**config.mk**
```make
export PLATFORM = sky130hd
export DESIGN_NAME = data_store_rmw
export DESIGN_NICKNAME = d
export VERILOG_FILES = /design/src/rtl/data_store_rmw.sv
export SDC_FILE = /design/constraint.sdc
export NUM_CORES = 1
export LEC_CHECK = 0
export ABC_AREA = 1
export CORE_MARGIN = 2
export CORE_UTILIZATION = 50
export CTS_CLUSTER_SIZE = 14
export DETAILED_ROUTE_END_ITERATION = 7
export PLACE_DENSITY = 0.92
export SLEW_MARGIN = 20
export SYNTH_ARGS = -nofsm -noshare
export SYNTH_HDL_FRONTEND = slang
export SYNTH_SLANG_ARGS = --single-unit
```
**constraint.sdc**
```tcl
create_clock -name Clk -period 5.6 [get_ports Clk]
set_clock_uncertainty 0.05 [all_clocks]
set_input_delay 1.12 -clock Clk [delete_from_list [all_inputs] [get_ports Clk]]
set_output_delay 1.12 -clock Clk [all_outputs]
set_load 0.005 [all_outputs]
```
**src/rtl/data_store_rmw.sv**
```systemverilog
// Store unit for a word-only data memory: sb/sh are done as read-modify-write,
// sw is a single write, and illegal requests report Misalign without touching memory.
module data_store_rmw #(
   parameter int READ_LAT = 1
) (
   input  logic        Clk,
   input  logic        Rst,
   input  logic        Start,
   input  logic [31:0] Addr,
   input  logic [31:0] Din,
   input  logic [1:0]  store_option,
   input  logic [31:0] Mem_Dout,
   output logic [31:0] Mem_Addr,
   output logic [31:0] Mem_Din,
   output logic        Mem_Re,
   output logic        Mem_We,
   output logic [3:0]  Mem_Be,
   output logic        Busy,
   output logic        Done,
   output logic        Misalign
);

   typedef enum logic [2:0] {
      S_IDLE  = 3'd0,
      S_READ  = 3'd1,
      S_WAIT  = 3'd2,
      S_WRITE = 3'd3,
      S_DONE  = 3'd4
   } state_t;

   localparam logic [2:0] LAT_C = 3'(READ_LAT);

   state_t      state_r, next_s;
   logic [2:0]  cnt_r;
   logic [31:0] a_r, d_r;
   logic [1:0]  opt_r;
   logic [31:0] a_s, d_s;
   logic [1:0]  opt_s;

   logic [31:0] mem_addr_r, mem_din_r, mem_addr_s, mem_din_s;
   logic        mem_re_r, mem_we_r, busy_r, done_r, misalign_r;
   logic        mem_re_s, mem_we_s, busy_s, done_s, misalign_s;
   logic [3:0]  mem_be_r, mem_be_s;

   function automatic logic is_legal(input logic [1:0] opt, input logic [1:0] lo);
      case (opt)
         2'b00:   is_legal = 1'b1;
         2'b01:   is_legal = ~lo[0];
         2'b10:   is_legal = (lo == 2'b00);
         default: is_legal = 1'b0;
      endcase
   endfunction

   function automatic logic [3:0] lane_be(input logic [1:0] opt, input logic [1:0] lo);
      case (opt)
         2'b00:   lane_be = 4'b0001 << lo;
         2'b01:   lane_be = lo[1] ? 4'b1100 : 4'b0011;
         2'b10:   lane_be = 4'b1111;
         default: lane_be = 4'b0000;
      endcase
   endfunction

   // Replace only the addressed lane(s) of the read word; upper Din bits are dropped for sb/sh.
   function automatic logic [31:0] merge_word(input logic [1:0] opt, input logic [1:0] lo,
                                              input logic [31:0] d, input logic [31:0] rd);
      logic [31:0] w;
      w = rd;
      case (opt)
         2'b00: begin
            case (lo)
               2'b00:   w[7:0]   = d[7:0];
               2'b01:   w[15:8]  = d[7:0];
               2'b10:   w[23:16] = d[7:0];
               2'b11:   w[31:24] = d[7:0];
               default: w = rd;
            endcase
         end
         2'b01: begin
            if (lo[1]) w[31:16] = d[15:0];
            else       w[15:0]  = d[15:0];
         end
         2'b10:   w = d;
         default: w = rd;
      endcase
      merge_word = w;
   endfunction

   // In IDLE the request has not been latched yet, so decisions use the live inputs.
   assign a_s   = (state_r == S_IDLE) ? Addr : a_r;
   assign d_s   = (state_r == S_IDLE) ? Din : d_r;
   assign opt_s = (state_r == S_IDLE) ? store_option : opt_r;

   // State, request latch and WAIT down-counter.
   always_ff @(posedge Clk or posedge Rst) begin
      if (Rst) begin
         state_r <= S_IDLE;
         cnt_r   <= 3'd0;
         a_r     <= 32'd0;
         d_r     <= 32'd0;
         opt_r   <= 2'b00;
      end else begin
         state_r <= next_s;
         if (state_r == S_IDLE && Start) begin
            a_r   <= Addr;
            d_r   <= Din;
            opt_r <= store_option;
         end
         if (state_r == S_READ)      cnt_r <= LAT_C;
         else if (state_r == S_WAIT) cnt_r <= cnt_r - 3'd1;
         else                        cnt_r <= cnt_r;
      end
   end

   // Next-state decode.
   always_comb begin
      next_s = state_r;
      case (state_r)
         S_IDLE: begin
            if (!Start)                               next_s = S_IDLE;
            else if (!is_legal(store_option, Addr[1:0])) next_s = S_DONE;
            else if (store_option == 2'b10)           next_s = S_WRITE;
            else                                      next_s = S_READ;
         end
         S_READ:  next_s = S_WAIT;
         S_WAIT: begin
            if (cnt_r == 3'd1) next_s = S_WRITE;
            else               next_s = S_WAIT;
         end
         S_WRITE: next_s = S_DONE;
         S_DONE:  next_s = S_IDLE;
         default: next_s = S_IDLE;
      endcase
   end

   // Output values for the upcoming state; on WAIT->WRITE the merge consumes Mem_Dout directly.
   always_comb begin
      mem_re_s   = (next_s == S_READ);
      mem_we_s   = (next_s == S_WRITE);
      busy_s     = (next_s != S_IDLE);
      done_s     = (next_s == S_DONE);
      misalign_s = (next_s == S_DONE) && (state_r == S_IDLE);
      if (next_s == S_READ || next_s == S_WAIT || next_s == S_WRITE) mem_addr_s = {a_s[31:2], 2'b00};
      else                                                          mem_addr_s = 32'd0;
      if (next_s == S_WRITE) begin
         mem_be_s = lane_be(opt_s, a_s[1:0]);
         if (state_r == S_IDLE) mem_din_s = d_s;
         else                   mem_din_s = merge_word(opt_s, a_s[1:0], d_s, Mem_Dout);
      end else begin
         mem_be_s  = 4'b0000;
         mem_din_s = 32'd0;
      end
   end

   // Output registers; mem_din_r doubles as the merge register.
   always_ff @(posedge Clk or posedge Rst) begin
      if (Rst) begin
         mem_addr_r <= 32'd0;
         mem_din_r  <= 32'd0;
         mem_re_r   <= 1'b0;
         mem_we_r   <= 1'b0;
         mem_be_r   <= 4'b0000;
         busy_r     <= 1'b0;
         done_r     <= 1'b0;
         misalign_r <= 1'b0;
      end else begin
         mem_addr_r <= mem_addr_s;
         mem_din_r  <= mem_din_s;
         mem_re_r   <= mem_re_s;
         mem_we_r   <= mem_we_s;
         mem_be_r   <= mem_be_s;
         busy_r     <= busy_s;
         done_r     <= done_s;
         misalign_r <= misalign_s;
      end
   end

   assign Mem_Addr = mem_addr_r;
   assign Mem_Din  = mem_din_r;
   assign Mem_Re   = mem_re_r;
   assign Mem_We   = mem_we_r;
   assign Mem_Be   = mem_be_r;
   assign Busy     = busy_r;
   assign Done     = done_r;
   assign Misalign = misalign_r;

endmodule

```
Yosys cells after proc, flatten, opt, wreduce, memory -nomap -nowiden
Cells that the tools add are included.
- logic and storage cells: 68
- bits of input ports: 101
- bits in registers: 145
- output and inout bits: 73
- mux-type cells: 26
- add/subtract/negate cells: 1
- eq/ne operators: 15
- shift-type cells: 1
- bitwise logic cells: 1
- reductions and logical operators: 11
- operators with widths (kind ; number):
    two-way mux 32 bit ; 5
    one-hot mux 32 bit (3 select lines) ; 1
    two-way mux 16 bit ; 2
    two-way mux 8 bit ; 4
    equality test 3 x 2 -> 1 bit, second input constant ; 4
    two-way mux 3 bit ; 4
    one-hot mux 3 bit (4 select lines) ; 1
    one-hot mux 4 bit (3 select lines) ; 1
    equality test 3 x 1 -> 1 bit, second input constant ; 3
    equality test 2 bit, second input constant ; 4
    logical NOT 2 bit ; 4
    two-way mux 4 bit ; 2
    equality test 2 x 1 -> 1 bit, second input constant ; 3
    two-way mux 2 bit ; 2
    left shift 1 x 2 -> 4 bit, first input constant ; 1
    equality test 3 bit, second input constant ; 1
    logical NOT 3 bit ; 1
    two-way mux 1 bit ; 3
    one-hot mux 1 bit (3 select lines) ; 1
    nonzero test 3 bit ; 1
    subtractor 3 x 1 -> 3 bit, second input constant ; 1
    logical AND 1 bit ; 2
    logical OR 1 bit ; 2
    nonzero test 2 bit ; 1
    inverter 1 bit ; 1

Longest topological paths before layout
Gate-level depths: netlist of the first run.
- depth in word-level cells: 11
- mapped depth: 12
- gate-level depth less buffers: 11

Worst setup path before layout of the first run
Ideal clock, no wire load.
- path type: input-to-reg
- start point: in store_option[0]
- end point: reg mem_din_r[18] (netlist: Mem_Din[18])
- data required time: 5.487 ns
- arrival: 2.137 ns
- cell stages on the path: 10
- setup time: 0.063 ns
- path buffers: 1
- setup slack: 3.350 ns
- cells stage by stage: inv_1 nand3_1 nand2_1 nand3_1 o21bai_2 nand2_4 buf_2 nor2_1 nand2_1 inv_1
- word-level cells in the longest chain between the ends: 9
- elaborated cells on any way between the ends: 18
- those cells by class: eq/ne: 5; mux: 11; reduce/logical: 2
- RTL lines (what ; RTL line ; source):
    start: declaration ; 11 ; input logic [1:0] store_option,
    equality test 2 bit (tied with other cells) ; 46, 121 ;
    one-hot mux 1 bit (3 select lines) ; 46 ; case (opt)
    two-way mux 1 bit ; 119 ; if (!Start) next_s = S_IDLE;
    two-way mux 1 bit ; 117 ; case (state_r)
    two-way mux 3 bit (*) ; 120 ; else if (!is_legal(store_option, Addr[1:0])) next_s = S_DONE;
    two-way mux 3 bit (*) ; 119 ;
    one-hot mux 3 bit (4 select lines) (*) ; 117 ;
    via next_s[1] ; 33 ; state_t state_r, next_s;
    equality test 3 x 2 -> 1 bit (*) ; 144 ; if (next_s == S_WRITE) begin
    two-way mux 32 bit (*) ; 144 ;
    via mem_din_s[18] ; 40 ; logic [31:0] mem_addr_r, mem_din_r, mem_addr_s, mem_din_s;
    end signal: assignment ; 167 ; mem_din_r <= mem_din_s;
    end: declaration ; 40 ;
The timed path passes the listed nets; every way through them passes the cells marked *. The select of a mux whose other input is x is not followed.
A chain may end at the register's enable or synchronous reset.

Worst setup path after layout of the first run
- start point: reg state_r[2]
- end point: reg mem_addr_r[28] (netlist: Mem_Addr[28])
- word-level cells in the longest chain between the ends: 6
- elaborated cells on any way between the ends: 12
- those cells by class: eq/ne: 6; mux: 3; reduce/logical: 3
- RTL lines (what ; RTL line ; source):
    start: declaration ; 33 ;
    start signal: assignment ; 102 ; state_r <= next_s;
    equality test 3 x 2 -> 1 bit (tied with other cells) ; 117 ;
    one-hot mux 3 bit (4 select lines) (*) ; 117 ;
    via next_s[0] ; 33 ;
    equality test 3 x 1 -> 1 bit / equality test 3 x 2 -> 1 bit (equally long branches) ; 142 ; if (next_s == S_READ || next_s == S_WAIT || next_s == S_WRITE) mem_addr_s = {a_s[31:2], 2'b00};
    logical OR 1 bit ; 142 ;
    logical OR 1 bit (*) ; 142 ;
    two-way mux 32 bit (*) ; 142 ;
    via mem_addr_s[28] ; 40 ;
    end signal: assignment ; 166 ; mem_addr_r <= mem_addr_s;
    end: declaration ; 40 ;
The timed path passes the listed nets; every way through them passes the cells marked *.

==> run summary, run 1 <==
worst setup margin - 1.55 ns
R2R Setup Slk - 1.55 ns
synth unique cells - 31
placed inst area - 0.00867 mm^2
Top-Level Pins - 174
CTS tree - done
synth warn - 0
Synth top area share - 0.517
Crit. End Element - flip-flop
worst setup path category - reg -> reg
die area - 0.0148 mm^2
Sw Ratio - 0.451
clk sink count - 143
area leader, netlist - dfrtp_1
Synth Area in Simple Gates - 0.319
Cells after DPL - 1229
Mapped Area - 0.00692 mm^2
crit start category - flip-flop
Detail Route Antenna Nets - 0
Reg2Reg Capture Point - Mem_Addr[28]$_DFF_PP0_
Worst R2R Start - state_r[2]$_DFF_PP0_
vias in the first global route - 6362
Worst path most repeated cell - nand2_4
Tmin final - 4.05 ns
PwrDens - 602 mW/mm^2
Vias - 6554
sequential power share - 0.287
asr flop ratio synth - 1.00
Post-Route WL - 19.3 mm
Root Buffer - clkbuf_16
Reg clk slew, reported paths - 0.06 ns
Ant. Diodes - 0
Synth-to-Final Area Change - 33.7%
Post-synth EDFFs - 0
switching pwr - 2.51 mW
layout cell share with drive strength beyond 1 - 0.0571
Syn Inst Count - 918
Main synth FF type - dfrtp_1
power share of the combinational group - 0.515
first-pass GRT wire length - 31.4 mm
Synth Area in Adders - 0.00362
worst hold endpoint - a_r[7]$_DFFE_PP0P_
grt ovf - 0
Final Hold Slack - 0.429 ns
routability cong. - 0.918
Iteration-0 DRC Markers - 656
H-tree Lvls - 4
Int Pwr - 3.06 mW
Worst Setup SP - state_r[2]$_DFF_PP0_
unrepaired setup endpoints after global routing - false
post-synthesis sequential area ratio - 0.517
largest net degree at the start of global routing - 115
pre-CTS WS - 1.65 ns
Hold Crit Start - a_r[7]$_DFFE_PP0P_
crit path cell chain - nor2_8 -> nand2_4 -> inv_4 -> nand2_4 -> inv_2 -> nand2_2 -> nand2_4 -> nor2_2 -> buf_4 -> a21oi_1
average instance area after synthesis - 7.53 um^2
Clock Power Share - 0.198
Pre-antenna DRT Iters - 5
Synth Register Bits - 143
setup violators final - 0
Port-buffer cells - 171
Rel. slew slack - 0.282
# nets final - 1175
Fin. Hold Viols - 0
Hold Path Stages - 2
WL/cell - 15.3 um
top post-synthesis cells by count - 382 x nand2_1, 143 x dfrtp_1, 94 x inv_1
Residual DRC - 0
Final period util - 0.722
hpwl dp - 13.0 mm
largest family of logic cells by synthesized area - simple AND/OR/NAND/NOR gates
mux contribution to synthesized area - 0
max frequency - 247 MHz
initial antenna violation count - 0
Slew @ Worst Pin - 1.08 ns
class of the worst hold path - reg -> reg
max-cap violations - 0
Leakage - 4.77 nW
CP max stage cell - nand2_4
Area contributors post-synth - dfrtp_1 52%, nand2_1 21%, inv_1 5.1%
count of cells resized by post-cts repair - 0
post-synthesis xor/xnor area fraction - 0.00127
final setup TNS - 0 ns
Non-Filler Instances - 1261
final instance area - 0.00925 mm^2
Synth Area in Compound Gates - 0.0740
critical path arrival - 4.29 ns
Clock Path Buffers - 2
Slew Limit Fails - 0
core box area - 0.0134 mm^2
slowest stage delay, CP - 0.76 ns
Pwr Total - 5.57 mW
Die Y-Extent - 122 um
status - finished, final reports clean
FILL cells - 1086
post-layout util - 0.690
worst-path fanout max - 100
starting density of the core - 0.516
Global Route Usage Sum - 0.274
Reg2Reg Depth - 10
Vias/cell - 5.20
cell with the most instances after synthesis - nand2_1
die width - 122 um
VDD IR max - 0.000423 V
WP data required - 5.85 ns
latest clock arrival within the worst-skew pair - 0.42 ns
Hold Buf Count CTS - 0
Inserted Clock Buffers - 17
post-CTS setup buffers - 0
Site Rows - 42
[worst max-delay path by stage]
| stage | end | slack [ns] | cells past startpoint |
|---|---|---|---|
| 4_1_cts | Mem_Addr[28]$_DFF_PP0_ | 1.59 | 10 |
| 6_report | Mem_Addr[28]$_DFF_PP0_ | 1.55 | 10 |
| 3_5_place_dp | Mem_Addr[28]$_DFF_PP0_ | 1.65 | 10 |
| 3_3_place_gp | Busy$_DFF_PP0_ | 1.70 | 10 |
| 2_1_floorplan | Busy$_DFF_PP0_ | 0.59 | 1 |
| 5_1_grt | Mem_Addr[28]$_DFF_PP0_ | 1.31 | 10 |
[power by group through the flow]
| stage | Clock [mW] | Sequential, mW | Combinational (mW) |
|---|---|---|---|
| 2_1_floorplan | 0 | 1.58 | 1.99 |
| 5_1_grt | 1.17 | 1.64 | 3.20 |
| 3_5_place_dp | 0 | 1.60 | 2.80 |
| 6_report | 1.10 | 1.60 | 2.87 |
| 4_1_cts | 1.12 | 1.60 | 2.83 |
| 3_3_place_gp | 0 | 1.59 | 2.72 |
[sequential cells by signal, indices dropped and copies added, names as in the netlist]
register  flops
cnt_r         3
Mem_Re        1
Mem_We        1
a_r          32
Busy          1
state_r       3
d_r          32
Mem_Addr     30
opt_r         2
Misalign      1
Mem_Din      32
Done          1
Mem_Be        4
[routing by layer]
metal	global-route usage	up-vias	wire length, um
met4	0.110	0	427
met2	0.455	367	9380
met3	0.0815	44	2050
met1	0.337	3041	7460
met5	0	-	0
li1	-	3102	-
[layout make-up]
class	instances	area [um^2]	share of cell area
Clock buffer	23	468	0.0506
Sequential cell	143	3580	0.387
Multi-Input combinational cell	638	2760	0.299
Clock inverter	9	110	0.0119
Timing Repair Buffer	174	1730	0.188
Inverter	98	375	0.0406
Tap cell	176	220	0.0238
[layout by cell type, fill, tap and decap left out, drive strengths merged, types with 4 or more instances in the layout]
master,n
nand2,398
clkdlybuf4s50,171
dfrtp,143
inv,98
nor2,82
nand3,54
o21ai,52
a21oi,35
clkbuf,23
a21boi,5
clkinv,4
[worst max-delay path: cells and delay by family (launching register included)]
family | cells | cell delay (ns)
AND/OR/NAND/NOR | 6 | 2.35
buffers and inverters | 3 | 0.91
flip-flops | 1 | 0.46
AO/OA/AOI/OAI | 1 | 0.08
[kinds of logic after synthesis]
| group | after synthesis |
|---|---|
| other | 1 |
| AND/OR/NAND/NOR | 538 |
| buffers and inverters | 138 |
| AO/OA/AOI/OAI | 95 |
| adder cells (fa/ha/maj) | 2 |
| XOR/XNOR | 1 |
| flip-flops | 143 |
Note: power is estimated with default switching activity, not from simulation.
==> run 2: changes to the inputs <==
==> constraint.sdc (replaced) <==
create_clock -name Clk -period 4.05 [get_ports Clk]
set_clock_uncertainty 0.05 [all_clocks]
set_input_delay 0.81 -clock Clk [delete_from_list [all_inputs] [get_ports Clk]]
set_output_delay 0.81 -clock Clk [all_outputs]
set_load 0.005 [all_outputs]
==> run summary, run 2 (synthesis results as in run 1) <==
status - finished, final reports clean
crit path cell chain - nor2_8 -> nand2_4 -> inv_4 -> nand2_4 -> buf_4 -> nor2_1 -> or2_2 -> inv_1 -> nand2_1
CTS tree - done
Slew Limit Fails - 0 (unchanged)
crit start category - flip-flop
Fin. Hold Viols - 0 (unchanged)
starting density of the core - 0.516 (unchanged)
Post-Route WL - 18.8 mm (-2.6%)
setup violators final - 0 (unchanged)
WL/cell - 14.9 um (-2.7%)
pre-CTS WS - 1.08 ns (-0.578 ns)
hpwl dp - 12.6 mm (-3.1%)
Final period util - 0.743 (+0.0204)
Tmin final - 3.01 ns (-1.04 ns)
critical path arrival - 3.24 ns (-1.05 ns)
count of cells resized by post-cts repair - 0 (unchanged)
unrepaired setup endpoints after global routing - false
max frequency - 332 MHz (+34%)
grt ovf - 0 (unchanged)
most frequent cells in the layout - 382 x nand2_1, 171 x clkdlybuf4s50_1, 143 x dfrtp_1, 93 x inv_1, 78 x nor2_1
H-tree Lvls - 4 (unchanged)
Ant. Diodes - 0 (unchanged)
largest net degree at the start of global routing - 144 (+25%)
Crit. End Element - flip-flop
Iteration-0 DRC Markers - 640 (-2.4%)
post-layout util - 0.693 (+0.00327)
VDD IR max - 0.000418 V (-1.3%)
CP max stage cell - buf_4
max-cap violations - 0 (unchanged)
Final Hold Slack - 0.431 ns (+0.00109 ns)
routability cong. - 0.908 (-1.1%)
die area - 0.0148 mm^2 (unchanged)
R2R Setup Slk - 1.04 ns (-0.51 ns)
Worst path most repeated cell - nand2_4
Vias - 6499 (-0.84%)
Pwr Total - 7.73 mW (+39%)
final setup TNS - 0 ns (unchanged)
Pre-antenna DRT Iters - 5 (unchanged)
Residual DRC - 0 (unchanged)
initial antenna violation count - 0 (unchanged)
Global Route Usage Sum - 0.265 (-0.00929)
Rel. slew slack - 0.461 (+0.179)
Root Buffer - clkbuf_16
buffers plus inverters on the worst setup path - 3 (unchanged)
WP data required - 4.28 ns (-1.57 ns)
Detail Route Antenna Nets - 0 (unchanged)
worst setup margin - 1.04 ns (-0.513 ns)
# nets final - 1177 (+0.17%)
Site Rows - 42 (unchanged)
worst setup path category - reg -> reg
Vias/cell - 5.15 (-1.0%)
slowest stage delay, CP - 0.62 ns (-0.14 ns)
Top-Level Pins - 174 (unchanged)
worst-path fanout max - 81 (-19%)
Synth-to-Final Area Change - 34.3%
latest clock arrival within the worst-skew pair - 0.42 ns (about the same)
Reg clk slew, reported paths - 0.06 ns (about the same)
clk sink count - 143 (unchanged)
Port-buffer cells - 171 (unchanged)
Hold Buf Count CTS - 0 (unchanged)
Inserted Clock Buffers - 17 (unchanged)
post-CTS setup buffers - 0 (unchanged)
first-pass GRT wire length - 30.2 mm (-3.9%)
layout cell share with drive strength beyond 1 - 0.0616 (+0.00449)
PwrDens - 832 mW/mm^2 (+38%)
Slew @ Worst Pin - 0.808 ns (-0.269 ns)
core box area - 0.0134 mm^2 (unchanged)
Clock Path Buffers - 2 (unchanged)
vias in the first global route - 6234 (-2.0%)
Die Y-Extent - 122 um (unchanged)
class of the worst hold path - reg -> reg
Leakage - 4.79 nW (+0.39%)
Top Family by Delay on Critical Path - simple AND/OR/NAND/NOR gates
die width - 122 um (unchanged)
commonest non-fill, non-tap cell in the layout - nand2_1
## run 2: changes by cell type in the layout (fill, tap and decap cells not counted), moves of 2 or more
cell	before	now
clkbuf_1	4	1
clkbuf_8	2	0
clkinv_2	2	4
clkinvlp_4	3	5
## run 2: worst paths after layout
check                                startpoint                    end  cells after the start
setup / recovery           state_r[2]$_DFF_PP0_         Busy$_DFF_PP0_                      9
hold / removal              a_r[27]$_DFFE_PP0P_    a_r[27]$_DFFE_PP0P_                      2
setup reg to reg           state_r[2]$_DFF_PP0_         Busy$_DFF_PP0_                      9
hold reg to reg             a_r[27]$_DFFE_PP0P_    a_r[27]$_DFFE_PP0P_                      2
max in group asynchronous                   Rst  Mem_Din[18]$_DFF_PP0_                      3
min in group asynchronous                   Rst  Mem_Din[21]$_DFF_PP0_                      3
## run 2: layer usage
metal,track usage,share of wire,vias up
li1,-,-,3104
met1,0.330,0.40,2993
met2,0.422,0.47,358
met3,0.0852,0.10,44
met4,0.123,0.026,0
met5,0,0,-
## run 2: cell type report
cell class                 instances  area (um^2)
tap                              176          220
sequential                       143         3580
clock buffer                      18          429
multi-input combinational        638         2760
clock inverter                    14          166
fill                            1038         4110
inverter                          98          374
timing repair buffer             176         1760
## run 2: through the flow
stage               instance area, um^2  cells
finish                             9290   1263
global route                       9290   1263
CTS                                9290   1263
detailed placement                 8700   1231
global placement                   8700   1231
floorplan                          6920    919
## run 2: tightest hold or removal path, delay by kind of cell (launching register included)
kind	cells	cell delay (ns)
and+or+nand+nor	2	0.10
DFF	1	0.34
## run 2: report_power, final
part	switching, mW	internal, mW
registers	0.251	1.96
clock network	0.605	0.967
logic	2.62	1.33
==> run 3: changes to the inputs <==
==> constraint.sdc (replaced) <==
create_clock -name Clk -period 3.1 [get_ports Clk]
set_clock_uncertainty 0.05 [all_clocks]
set_input_delay 0.62 -clock Clk [delete_from_list [all_inputs] [get_ports Clk]]
set_output_delay 0.62 -clock Clk [all_outputs]
set_load 0.005 [all_outputs]
==> run summary, run 3 (synthesis results as in run 1) <==
count of cells resized by post-cts repair - 0 (unchanged)
status - finished, final reports clean
Detail Route Antenna Nets - 0 (unchanged)
setup violators final - 0 (unchanged)
PwrDens - 1090 mW/mm^2 (+31%)
Pwr Total - 10.2 mW (+31%)
die area - 0.0148 mm^2 (unchanged)
Slew Limit Fails - 0 (unchanged)
Hold Path Stages - 2 (unchanged)
initial antenna violation count - 0 (unchanged)
Pre-antenna DRT Iters - 6 (+1)
Slew @ Worst Pin - 0.765 ns (-0.0433 ns)
final setup TNS - 0 ns (unchanged)
clk sink count - 143 (unchanged)
Vias/cell - 5.21 (+1.2%)
VDD IR max - 0.000807 V (+93%)
Site Rows - 42 (unchanged)
grt ovf - 0 (unchanged)
post-layout util - 0.693 (about the same)
WP data required - 3.36 ns (-0.92 ns)
commonest non-fill, non-tap cell in the layout - nand2_1
first-pass GRT wire length - 31.6 mm (+4.6%)
crit start category - flip-flop
unrepaired setup endpoints after global routing - false
Vias - 6585 (+1.3%)
final instance area - 0.00929 mm^2 (about the same)
max-cap violations - 0 (unchanged)
largest net degree at the start of global routing - 144 (unchanged)
Inserted Clock Buffers - 17 (unchanged)
critical path arrival - 2.84 ns (-0.40 ns)
WL/cell - 15.7 um (+5.4%)
hpwl dp - 13.0 mm (+3.2%)
starting density of the core - 0.516 (unchanged)
Global Route Usage Sum - 0.278 (+0.0128)
post-CTS setup buffers - 0 (unchanged)
Post-Route WL - 19.9 mm (+5.6%)
Port-buffer cells - 171 (unchanged)
Reg clk slew, reported paths - 0.06 ns (about the same)
Fin. Hold Viols - 0 (unchanged)
H-tree Lvls - 4 (unchanged)
latest clock arrival within the worst-skew pair - 0.43 ns (about the same)
# nets final - 1179 (+0.17%)
worst-path fanout max - 31 (-62%)
Crit. End Element - flip-flop
Iteration-0 DRC Markers - 682 (+6.6%)
Reg2Reg Depth - 10 (+1)
R2R Setup Slk - 0.53 ns (-0.51 ns)
Clock Path Buffers - 2 (unchanged)
Final period util - 0.830 (+0.0871)
Hold Buf Count CTS - 0 (unchanged)
class of the worst hold path - reg -> reg
most frequent cells in the layout - 382 x nand2_1, 171 x clkdlybuf4s50_1, 143 x dfrtp_1, 93 x inv_1, 78 x nor2_1
Ant. Diodes - 0 (unchanged)
worst setup path category - reg -> reg
max frequency - 389 MHz (+17%)
Root Buffer - clkbuf_16
routability cong. - 0.897 (-1.1%)
placed inst area - 0.00871 mm^2 (+0.17%)
Top-Level Pins - 174 (unchanged)
Residual DRC - 0 (unchanged)
die width - 122 um (unchanged)
Leakage - 4.80 nW (+0.22%)
vias in the first global route - 6361 (+2.0%)
Hold Crit Start - a_r[4]$_DFFE_PP0P_
Reg2Reg Capture Point - Mem_Din[12]$_DFF_PP0_
Rel. slew slack - 0.490 (+0.0289)
Synth-to-Final Area Change - 34.4% (about the same)
Worst R2R Start - state_r[2]$_DFF_PP0_
core box area - 0.0134 mm^2 (unchanged)
worst hold endpoint - a_r[4]$_DFFE_PP0P_
Tmin final - 2.57 ns (-0.436 ns)
layout cell share with drive strength beyond 1 - 0.0634 (+0.00172)
CTS tree - done
Die Y-Extent - 122 um (unchanged)
-- run 3: metrics by stage --
stage / std cells / hold slack (ns) / worst slack [ns]
final: 1265 / 0.430 / 0.527
after global routing: 1265 / 0.450 / 0.355
after CTS: 1265 / 0.432 / 0.593
after detailed placement: 1233 / 0.416 / 0.445
after global placement: 1233 / 0.412 / 0.518
after floorplan: 919 / 0.399 / 0.639
-- run 3: critical path, cell delays in order (launching register included) --
cell and delay (ns):
dfrtp_1 0.45, nor2_8 0.22, nand2_4 0.24, nand2_1 0.13
nand2_1 0.27, o21ai_4 0.45, nand2_2 0.25, nand2_1 0.13
nand2_1 0.06, nor2_1 0.13, nor2_1 0.05
-- run 3: metal layers --
metal,vias to the layer above,GRT usage,wire length (um)
met2,365,0.466,9610
met5,-,0,0
met4,0,0.104,559
li1,3106,-,-
met3,61,0.0904,2040
met1,3053,0.335,7660
-- run 3: report_power, final --
part           total (mW)  internal [mW]  switching, mW
clock                2.03           1.21          0.820
combinational        5.23           1.76           3.47
sequential           2.89           2.56          0.338
total                10.2           5.52           4.63
-- run 3: final cells by class --
| cell class | instances | area, um^2 |
|---|---|---|
| Clock inverter | 13 | 139 |
| Sequential cell | 143 | 3580 |
| Fill cell | 1039 | 4110 |
| Timing Repair Buffer | 178 | 1780 |
| Multi-Input combinational cell | 638 | 2760 |
| Inverter | 98 | 374 |
| Clock buffer | 19 | 443 |
| Tap cell | 176 | 220 |
-- run 3: how the worst max path moves through the flow --
stage                          from                     to  slack [ns]  cells past startpoint
6_report       state_r[2]$_DFF_PP0_  Mem_Din[12]$_DFF_PP0_        0.53                     10
5_1_grt        state_r[2]$_DFF_PP0_  Mem_Din[15]$_DFF_PP0_        0.35                     10
4_1_cts        state_r[2]$_DFF_PP0_  Mem_Din[15]$_DFF_PP0_        0.59                     10
3_5_place_dp                Addr[0]  Mem_Din[26]$_DFF_PP0_        0.44                     10
3_3_place_gp        store_option[0]   Mem_Din[8]$_DFF_PP0_        0.52                     10
2_1_floorplan                   Rst         Busy$_DFF_PP0_        0.64                      1
